[src/rtl/dbg_pkg.sv]
// Shared types for the debug run-control block: FSM states, command opcodes, halt causes.
// Purely declarative; no logic, no latency, no flow control.
package dbg_pkg;

    typedef enum logic [1:0] {
        CRST   = 2'd0,
        RUN    = 2'd1,
        HALTED = 2'd2,
        STEP   = 2'd3
    } dbg_state_e;

    typedef enum logic [2:0] {
        OP_HALT       = 3'd0,
        OP_RUN        = 3'd1,
        OP_STEP       = 3'd2,
        OP_SET_BP     = 3'd3,
        OP_CLR_BP     = 3'd4,
        OP_RESET_CORE = 3'd5
    } dbg_op_e;

    typedef enum logic [1:0] {
        CAUSE_NONE = 2'd0,
        CAUSE_HALT = 2'd1,
        CAUSE_BKPT = 2'd2,
        CAUSE_STEP = 2'd3
    } halt_cause_e;

    localparam int STEP_W = 16;

endpackage

[src/rtl/bp_unit.sv]
// PC breakpoint comparators with a lowest-index-wins priority encoder.
// Writes land next cycle; match is combinational on the current pc; no backpressure.
module bp_unit #(
    parameter int NBKPT = 4
) (
    input  logic        clk,
    input  logic        rst,
    input  logic        set,
    input  logic        clr,
    input  logic [2:0]  idx,
    input  logic [29:0] addr,
    input  logic [29:0] pc_word,
    output logic        match,
    output logic [2:0]  match_idx
);

    logic [29:0]      bp_addr [NBKPT];
    logic [NBKPT-1:0] bp_vld;

    always_ff @(posedge clk) begin
        if (rst) begin
            bp_vld <= '0;
            for (int i = 0; i < NBKPT; i++) begin
                bp_addr[i] <= '0;
            end
        end else begin
            for (int i = 0; i < NBKPT; i++) begin
                if (idx == 3'(i)) begin
                    if (set) begin
                        bp_vld[i]  <= 1'b1;
                        bp_addr[i] <= addr;
                    end else if (clr) begin
                        bp_vld[i] <= 1'b0;
                    end
                end
            end
        end
    end

    // Scan high to low so the lowest matching index is the one left standing.
    always_comb begin
        match     = 1'b0;
        match_idx = 3'd0;
        for (int i = NBKPT - 1; i >= 0; i--) begin
            if (bp_vld[i] && (bp_addr[i] == pc_word)) begin
                match     = 1'b1;
                match_idx = 3'(i);
            end
        end
    end

endmodule

[src/rtl/debug_ctrl.sv]
// Run-control sequencer for the single-cycle core: core reset, commit gating, breakpoints, stepping.
// core_en is combinational from state and pc; commands accepted any non-reset cycle, no buffering.
module debug_ctrl
    import dbg_pkg::*;
#(
    parameter int NBKPT        = 4,
    parameter int RST_CYCLES   = 4,
    parameter bit START_HALTED = 1'b1
) (
    input  logic        clk,
    input  logic        rst,
    input  logic [31:0] pc,
    input  logic        cmd_valid,
    output logic        cmd_ready,
    input  logic [2:0]  cmd_op,
    input  logic [2:0]  cmd_idx,
    input  logic [31:0] cmd_data,
    output logic        core_en,
    output logic        core_rst_n,
    output logic        halted,
    output logic [1:0]  halt_cause,
    output logic [2:0]  bp_idx,
    output logic        cmd_err,
    output logic [31:0] instret
);

    localparam int            HW        = (RST_CYCLES > 1) ? $clog2(RST_CYCLES) : 1;
    localparam logic [HW-1:0] HOLD_INIT = HW'(RST_CYCLES - 1);

    dbg_state_e          state;
    logic [HW-1:0]       hold_cnt;
    logic [STEP_W-1:0]   step_cnt;
    logic [STEP_W-1:0]   step_load;
    logic                skip;

    logic                accept;
    logic                is_halt, is_run, is_step, is_set, is_clr, is_rcore, is_illegal;
    logic                idx_ok, busy_run, bad;
    logic                bp_match;
    logic [2:0]          bp_hit_idx;
    logic                pc_unused;

    assign pc_unused = ^pc[1:0];

    assign cmd_ready = (state != CRST);
    assign halted    = (state == HALTED);
    assign accept    = cmd_valid && cmd_ready;

    assign is_halt    = accept && (cmd_op == OP_HALT);
    assign is_run     = accept && (cmd_op == OP_RUN);
    assign is_step    = accept && (cmd_op == OP_STEP);
    assign is_set     = accept && (cmd_op == OP_SET_BP);
    assign is_clr     = accept && (cmd_op == OP_CLR_BP);
    assign is_rcore   = accept && (cmd_op == OP_RESET_CORE);
    assign is_illegal = accept && (cmd_op > 3'd5);

    assign idx_ok   = ({1'b0, cmd_idx} < 4'(NBKPT));
    assign busy_run = (state == RUN) || (state == STEP);
    assign bad      = is_illegal
                   || ((is_set || is_clr) && !idx_ok)
                   || ((is_run || is_step) && busy_run);

    assign step_load = (cmd_data[STEP_W-1:0] == '0) ? STEP_W'(1) : cmd_data[STEP_W-1:0];

    bp_unit #(.NBKPT(NBKPT)) u_bp (
        .clk       (clk),
        .rst       (rst),
        .set       (is_set && idx_ok),
        .clr       (is_clr && idx_ok),
        .idx       (cmd_idx),
        .addr      (cmd_data[31:2]),
        .pc_word   (pc[31:2]),
        .match     (bp_match),
        .match_idx (bp_hit_idx)
    );

    // Halting must happen before the matched instruction commits, so this cannot be registered.
    always_comb begin
        core_en = 1'b0;
        case (state)
            RUN:     core_en = !(bp_match && !skip);
            STEP:    core_en = 1'b1;
            default: core_en = 1'b0;
        endcase
    end

    always_ff @(posedge clk) begin
        if (rst) begin
            state      <= CRST;
            hold_cnt   <= HOLD_INIT;
            step_cnt   <= '0;
            skip       <= 1'b0;
            core_rst_n <= 1'b0;
            halt_cause <= CAUSE_NONE;
            bp_idx     <= 3'd0;
            cmd_err    <= 1'b0;
            instret    <= '0;
        end else begin
            cmd_err <= bad;
            if (core_en) begin
                instret <= instret + 32'd1;
                skip    <= 1'b0;
            end
            if (is_rcore) begin
                state      <= CRST;
                hold_cnt   <= HOLD_INIT;
                core_rst_n <= 1'b0;
                instret    <= '0;
                skip       <= 1'b0;
            end else begin
                case (state)
                    CRST: begin
                        if (hold_cnt == '0) begin
                            state      <= START_HALTED ? HALTED : RUN;
                            core_rst_n <= 1'b1;
                        end else begin
                            hold_cnt <= hold_cnt - HW'(1);
                        end
                    end
                    RUN: begin
                        // A breakpoint outranks a HALT command arriving in the same cycle.
                        if (bp_match && !skip) begin
                            state      <= HALTED;
                            halt_cause <= CAUSE_BKPT;
                            bp_idx     <= bp_hit_idx;
                        end else if (is_halt) begin
                            state      <= HALTED;
                            halt_cause <= CAUSE_HALT;
                        end
                    end
                    HALTED: begin
                        if (is_run) begin
                            state <= RUN;
                            skip  <= 1'b1;
                        end else if (is_step) begin
                            state    <= STEP;
                            step_cnt <= step_load;
                            skip     <= 1'b1;
                        end
                    end
                    STEP: begin
                        if (is_halt) begin
                            state      <= HALTED;
                            halt_cause <= CAUSE_HALT;
                        end else if (step_cnt == STEP_W'(1)) begin
                            state      <= HALTED;
                            halt_cause <= CAUSE_STEP;
                        end else begin
                            step_cnt <= step_cnt - STEP_W'(1);
                        end
                    end
                    default: state <= CRST;
                endcase
            end
        end
    end

endmodule

[config.mk]
export PLATFORM = sky130hd
export DESIGN_NAME = debug_ctrl
export DESIGN_NICKNAME = d
export VERILOG_FILES = /design/src/rtl/dbg_pkg.sv /design/src/rtl/bp_unit.sv /design/src/rtl/debug_ctrl.sv
export SDC_FILE = /design/constraint.sdc
export NUM_CORES = 1
export LEC_CHECK = 0
export CAP_MARGIN = 20
export CORE_ASPECT_RATIO = 1.5
export CORE_UTILIZATION = 53
export CTS_CLUSTER_SIZE = 25
export DETAILED_ROUTE_END_ITERATION = 6
export PLACE_DENSITY = 0.85
export SLEW_MARGIN = 20
export SYNTH_ARGS = -nofsm -noshare
export SYNTH_HDL_FRONTEND = slang
export SYNTH_HIERARCHICAL = 1
export SYNTH_SLANG_ARGS = --single-unit
[constraint.sdc]
create_clock -name clk -period 7.9 [get_ports clk]
set_input_delay 1.185 -clock clk [delete_from_list [all_inputs] [get_ports clk]]
set_output_delay 1.185 -clock clk [all_outputs]
set_load 0.05 [all_outputs]
# After elaboration in Yosys (flattened, before gate mapping)
# Memory sizes are Yosys's and may differ from the RTL's.
# Index checks and enable logic that the tools add are counted.
# classes
eq_ne	24
muxes	53
magnitude_cmp	2
bitwise_logic	6
addsub	3
n_reduce_logical	45
# ops
cell	count
== test 30 bit	4
2-to-1 mux 30 bit	4
2-to-1 mux 16 bit	5
adder 32 x 1 -> 32 bit (second input constant)	1
one-hot mux 16 bit (2 select lines)	1
2-to-1 mux 2 bit	15
2-to-1 mux 1 bit	25
logical AND 1 bit	17
== test 16 x 1 -> 1 bit (second input constant)	1
logical NOT 16 bit	1
subtractor 16 x 1 -> 16 bit (second input constant)	1
== test 3 x 2 -> 1 bit (second input constant)	4
AND reduction 2 bit	6
!= test 2 bit (second input constant)	4
one-hot mux 2 bit (4 select lines)	1
AND reduction 4 bit	2
nonzero test 2 bit	4
== test 3 x 1 -> 1 bit (second input constant)	2
== test 3 bit (second input constant)	2
logical NOT 3 bit	2
!= test 3 x 2 -> 1 bit (second input constant)	2
AND reduction 6 bit	1
logical OR 1 bit	5
== test 2 bit (second input constant)	2
other kinds (14)	21
# word_totals
n_memories	1
mem_bits_rw	120
wordCells	147
out_inout_bits	42
regBits	64
in_bits	73
# mem_list
memory	words	word_bits	rd	rd_clocked_by_memory_dff	wr	line_no	rtl
u_bp.bp_addr	4	30	4	0	4	bp_unit.sv:17	logic [29:0] bp_addr [NBKPT];

# Logic depth before layout (Yosys ltp)
# An unclocked memory read counts as a cell.
# logic_depth
depth_word	14
mapped_depth	11
ltp_nobuf	10

# Hierarchy
# Netlist, hierarchy kept.
# modules_own_cells
module	n_inst	area_each_um2	cells_each	seq_area_each_um2
bp_unit	1	6173.4	467	3683.5
debug_ctrl	1	3228.1	398	1201.2

# Worst setup path before layout
# Ideal clock, no wire load.
# synth_path
path_kind	input -> output
from	input pc[23]
to	output core_en
stages	8
n_path_buf	1
slack_ns	3.377
required_ns	6.715
t_arrival_ns	3.338
cell_sequence	buf_6 xnor2_1 nand4_1 or4_4 nor4_4 nand4b_1 nor3b_2 nor2_1
# synth_between
elab_chain_cells	9
word_cells_on_any_way	15
cone_classes	4 x eq/ne; 5 x mux; 6 x reduce/logical
# synth_lines
element	line_no	rtl
start: declaration	debug_ctrl.sv:12	input logic [31:0] pc,
== test 30 bit	bp_unit.sv:45	if (bp_vld[i] && (bp_addr[i] == pc_word)) begin
logical AND 1 bit	bp_unit.sv:45	
2-to-1 mux 1 bit (3 in series)	bp_unit.sv:45	
2-to-1 mux 1 bit (*)	bp_unit.sv:45	
via bp_match	debug_ctrl.sv:39	logic bp_match;
logical AND 1 bit (*)	debug_ctrl.sv:81	RUN: core_en = !(bp_match && !skip);
logical NOT 1 bit (*)	debug_ctrl.sv:81	
one-hot mux 1 bit (2 select lines) (*)	debug_ctrl.sv:80	case (state)
end: declaration	debug_ctrl.sv:18	output logic core_en,
# The timed path passes the listed nets; every way through them passes the cells marked *.

# Final worst setup path
# layout_path
from	input pc[17]
to	output core_en
# The elaborated chain is that of the path after synthesis.

==> qor.csv <==
metric,value,unit
wl_per_cell,19.3,um
internal-power,0.00159,W
end_kind,output pin,
hold_depth,1,
ctsHoldBuffers,0,
timing.slew.headroom,29.5,%
syn_inst,865,
synth_warnings,6,
gp_congestion,0.873,
cts_buffers,17,
clkLatencyLatePin,0.43,ns
dieHeight,165,um
final-seq-area,4880,sq um
syn-num-nets,942,
fin_skew,0.0119,ns
r2r_start,u_bp/bp_addr[1][25],
finalSetupTns,0,ns
nets,1033,
syn_to_final_growth,18.8,%
p_comb_share,10.0,%
drive_gt1_share,6.19,%
worst_slack,2.08,ns
worstPathRequired,6.71,ns
final_common_cell,and2_1,
start_util,54.2,%
peakVddDrop,0.000148,V
critical_path.cell_chain,clkdlybuf4s50_1 > xnor2_1 > nand4_1 > or4_4 > nor4_4 > nand4b_1 > nor3b_2 > buf_4 > nor2_1 > clkdlybuf4s50_1,
p_total,0.00211,W
min_from,hold_cnt[1],
crit_slowest_cell,clkdlybuf4s50_1,
p_per_area,189,nW/um^2
timing.fmax,172,MHz
power_frac_seq,50.6,%
drtIter0Drc,434,
top_level_ports,115,
worst-path-buf-inv,3,
clkTransAtPathRegs,0.07,ns
worst_pin_slew,1.05,ns
multi_input_area,4180,sq um
die-width,111,um
grt.total_usage,25.7,%
clockPowerShare,39.4,%
outcome,"finished, final reports clean",
postCtsSetupBuffers,0,
via_per_inst,5.75,
synth_cell_type_count,63,
drt_wl_total,22.8,mm
antenna_found_initial,0,
avgSynthCellArea,10.9,sq um
cts-htree-levels,4,
grt_pass1_vias,6698,
cp_data_arrival_time,4.63,ns
setup_viol,0,
diodes,0,
cts_sinks,184,
hold_path.class,reg2reg,
grt_max_degree,39,
start_kind,input port,
synth-edff-count,120,
cap_violations,0,
grt_setup_unrepaired,no,
final_cell_mix,"123 x and2_1, 120 x edfxtp_1, 112 x clkdlybuf4s50_1, 104 x xnor2_1, 65 x nor2_1",
synth_area,9400,sq um
overflow,0,
fillers,1321,
crit_top_cell,clkdlybuf4s50_1,
numPortBuffers,112,
swShare,24.6,%
ant_nets,0,
post_cts_resized,0,
clockBufferDepth,2,
r2r_cells,11,
p_leak,3.93,nW
worst-path-stages,10,
vias,6801,
tritoncts,done,
critical_path_class,in2out,
cp_top_family,simple AND/OR/NAND/NOR gates,
async_flop_share,0,%
synth_flop_cell,edfxtp_1,
core_area,17300,sq um
fin_crit_sh,73.6,%
min_period,5.82,ns
row_count,59,
dp_hpwl,16.0,mm
cts-root-buf,clkbuf_16,
die-area,18300,sq um
slew_viol_final,0,
crit_path_max_incr_delay,0.73,ns
grt_pass1_wl,35.7,mm
hold_viol_final,0,
post-place-ws,2.10,ns
yosys_register_bits,184,
ys_seq_area_share,52.0,%
dr.pass1.iters,5,
drc_errors,0,
p_sw,0.000518,W
critPathMaxFanout,8,
startpoint,pc[17],
[registers in the layout, indices dropped and copies added (netlist names)]
name,cells
hold_cnt,2
halt_cause,2
core_rst_n,1
skip,1
cmd_err,1
step_cnt,16
u_bp/bp_vld,4
state,2
bp_idx,3
u_bp/bp_addr,120
instret,32
[routing by layer]
| metal | global-route usage (%) | wire length [um] | share of wire (%) | vias up |
|---|---|---|---|---|
| met5 | 0 | 0 | 0 | - |
| met4 | 15.1 | 1110 | 4.9 | 0 |
| met3 | 5.36 | 1370 | 6.0 | 52 |
| met2 | 46.0 | 11800 | 52 | 277 |
| met1 | 28.2 | 8550 | 37 | 3245 |
| li1 | - | - | - | 3227 |
[metrics by stage]
step	hold WS (ns)	std cells	cell area [sq um]	util [%]
finish	0.469	1182	11200	64.4
global route	0.500	1182	11200	64.4
CTS	0.472	1182	11200	64.3
detailed placement	0.456	1150	10600	61.0
global placement	0.445	1150	10600	61.0
floorplan	0.435	865	9400	-
[kinds of logic (layout without fill, tap and decap cells)]
group	Yosys count	after routing	share of synthesized area (%)
buffers and inverters	65	169	3.70
other	1	1	0.0399
AO/OA/AOI/OAI	91	91	6.57
XOR/XNOR	152	152	14.6
multiplexers	3	3	0.319
AND/OR/NAND/NOR	365	365	22.3
adder cells (fa/ha/maj)	4	4	0.532
flip-flops	184	184	52.0
[final cells by class]
cell class                      count  share of cell area (%)
Sequential cell                   184                    43.7
Multi-Input combinational cell    616                    37.4
Timing Repair Buffer              124                    10.8
Clock buffer                       20                    4.28
Tap cell                          213                    2.39
Clock inverter                     12                   0.885
Inverter                           13                   0.437
[worst paths after layout]
kind	end	slack (ns)
max	core_en	2.08
min reg2reg	hold_cnt[1]	0.47
max reg2reg	halt_cause[1]	4.74
min	hold_cnt[1]	0.47
[power by group through the flow]
stage	Clock, W	Sequential, W	Combinational, W
after floorplan	0	0.00109	0.000120
after global placement	0	0.00109	0.000207
after detailed placement	0	0.00109	0.000210
after CTS	0.000845	0.00107	0.000212
after global routing	0.000881	0.00107	0.000226
final	0.000831	0.00107	0.000211
[synth_stat cells (4+ instances only)]
cell      count  area [sq um]
nor2_1       65           244
xnor2_1     104           911
buf_6        10           113
or3_1         8          50.1
xor2_1       44           385
nor2b_1       5          31.3
buf_2         7          35.0
a21oi_1      29           145
inv_1        13          48.8
edfxtp_1    120          3600
o21a_1        4          30.0
o21ai_0      10          50.1
o311ai_0      9          78.8
dfxtp_1      64          1280
ha_1          4          50.1
nor3_1       13          65.1
nand2_1      26          97.6
clkbuf_1     31           116
nand4_1      39           244
nor4_1       18           113
a22oi_1       4          30.0
nand3_1      23           115
and4_1        5          43.8
and3_1        7          43.8
and2_1      123           769
nand2b_1     13          81.3
o31ai_1      14           105
a31oi_1       4          25.0
No activity file was read; power rests on OpenSTA's default activity.
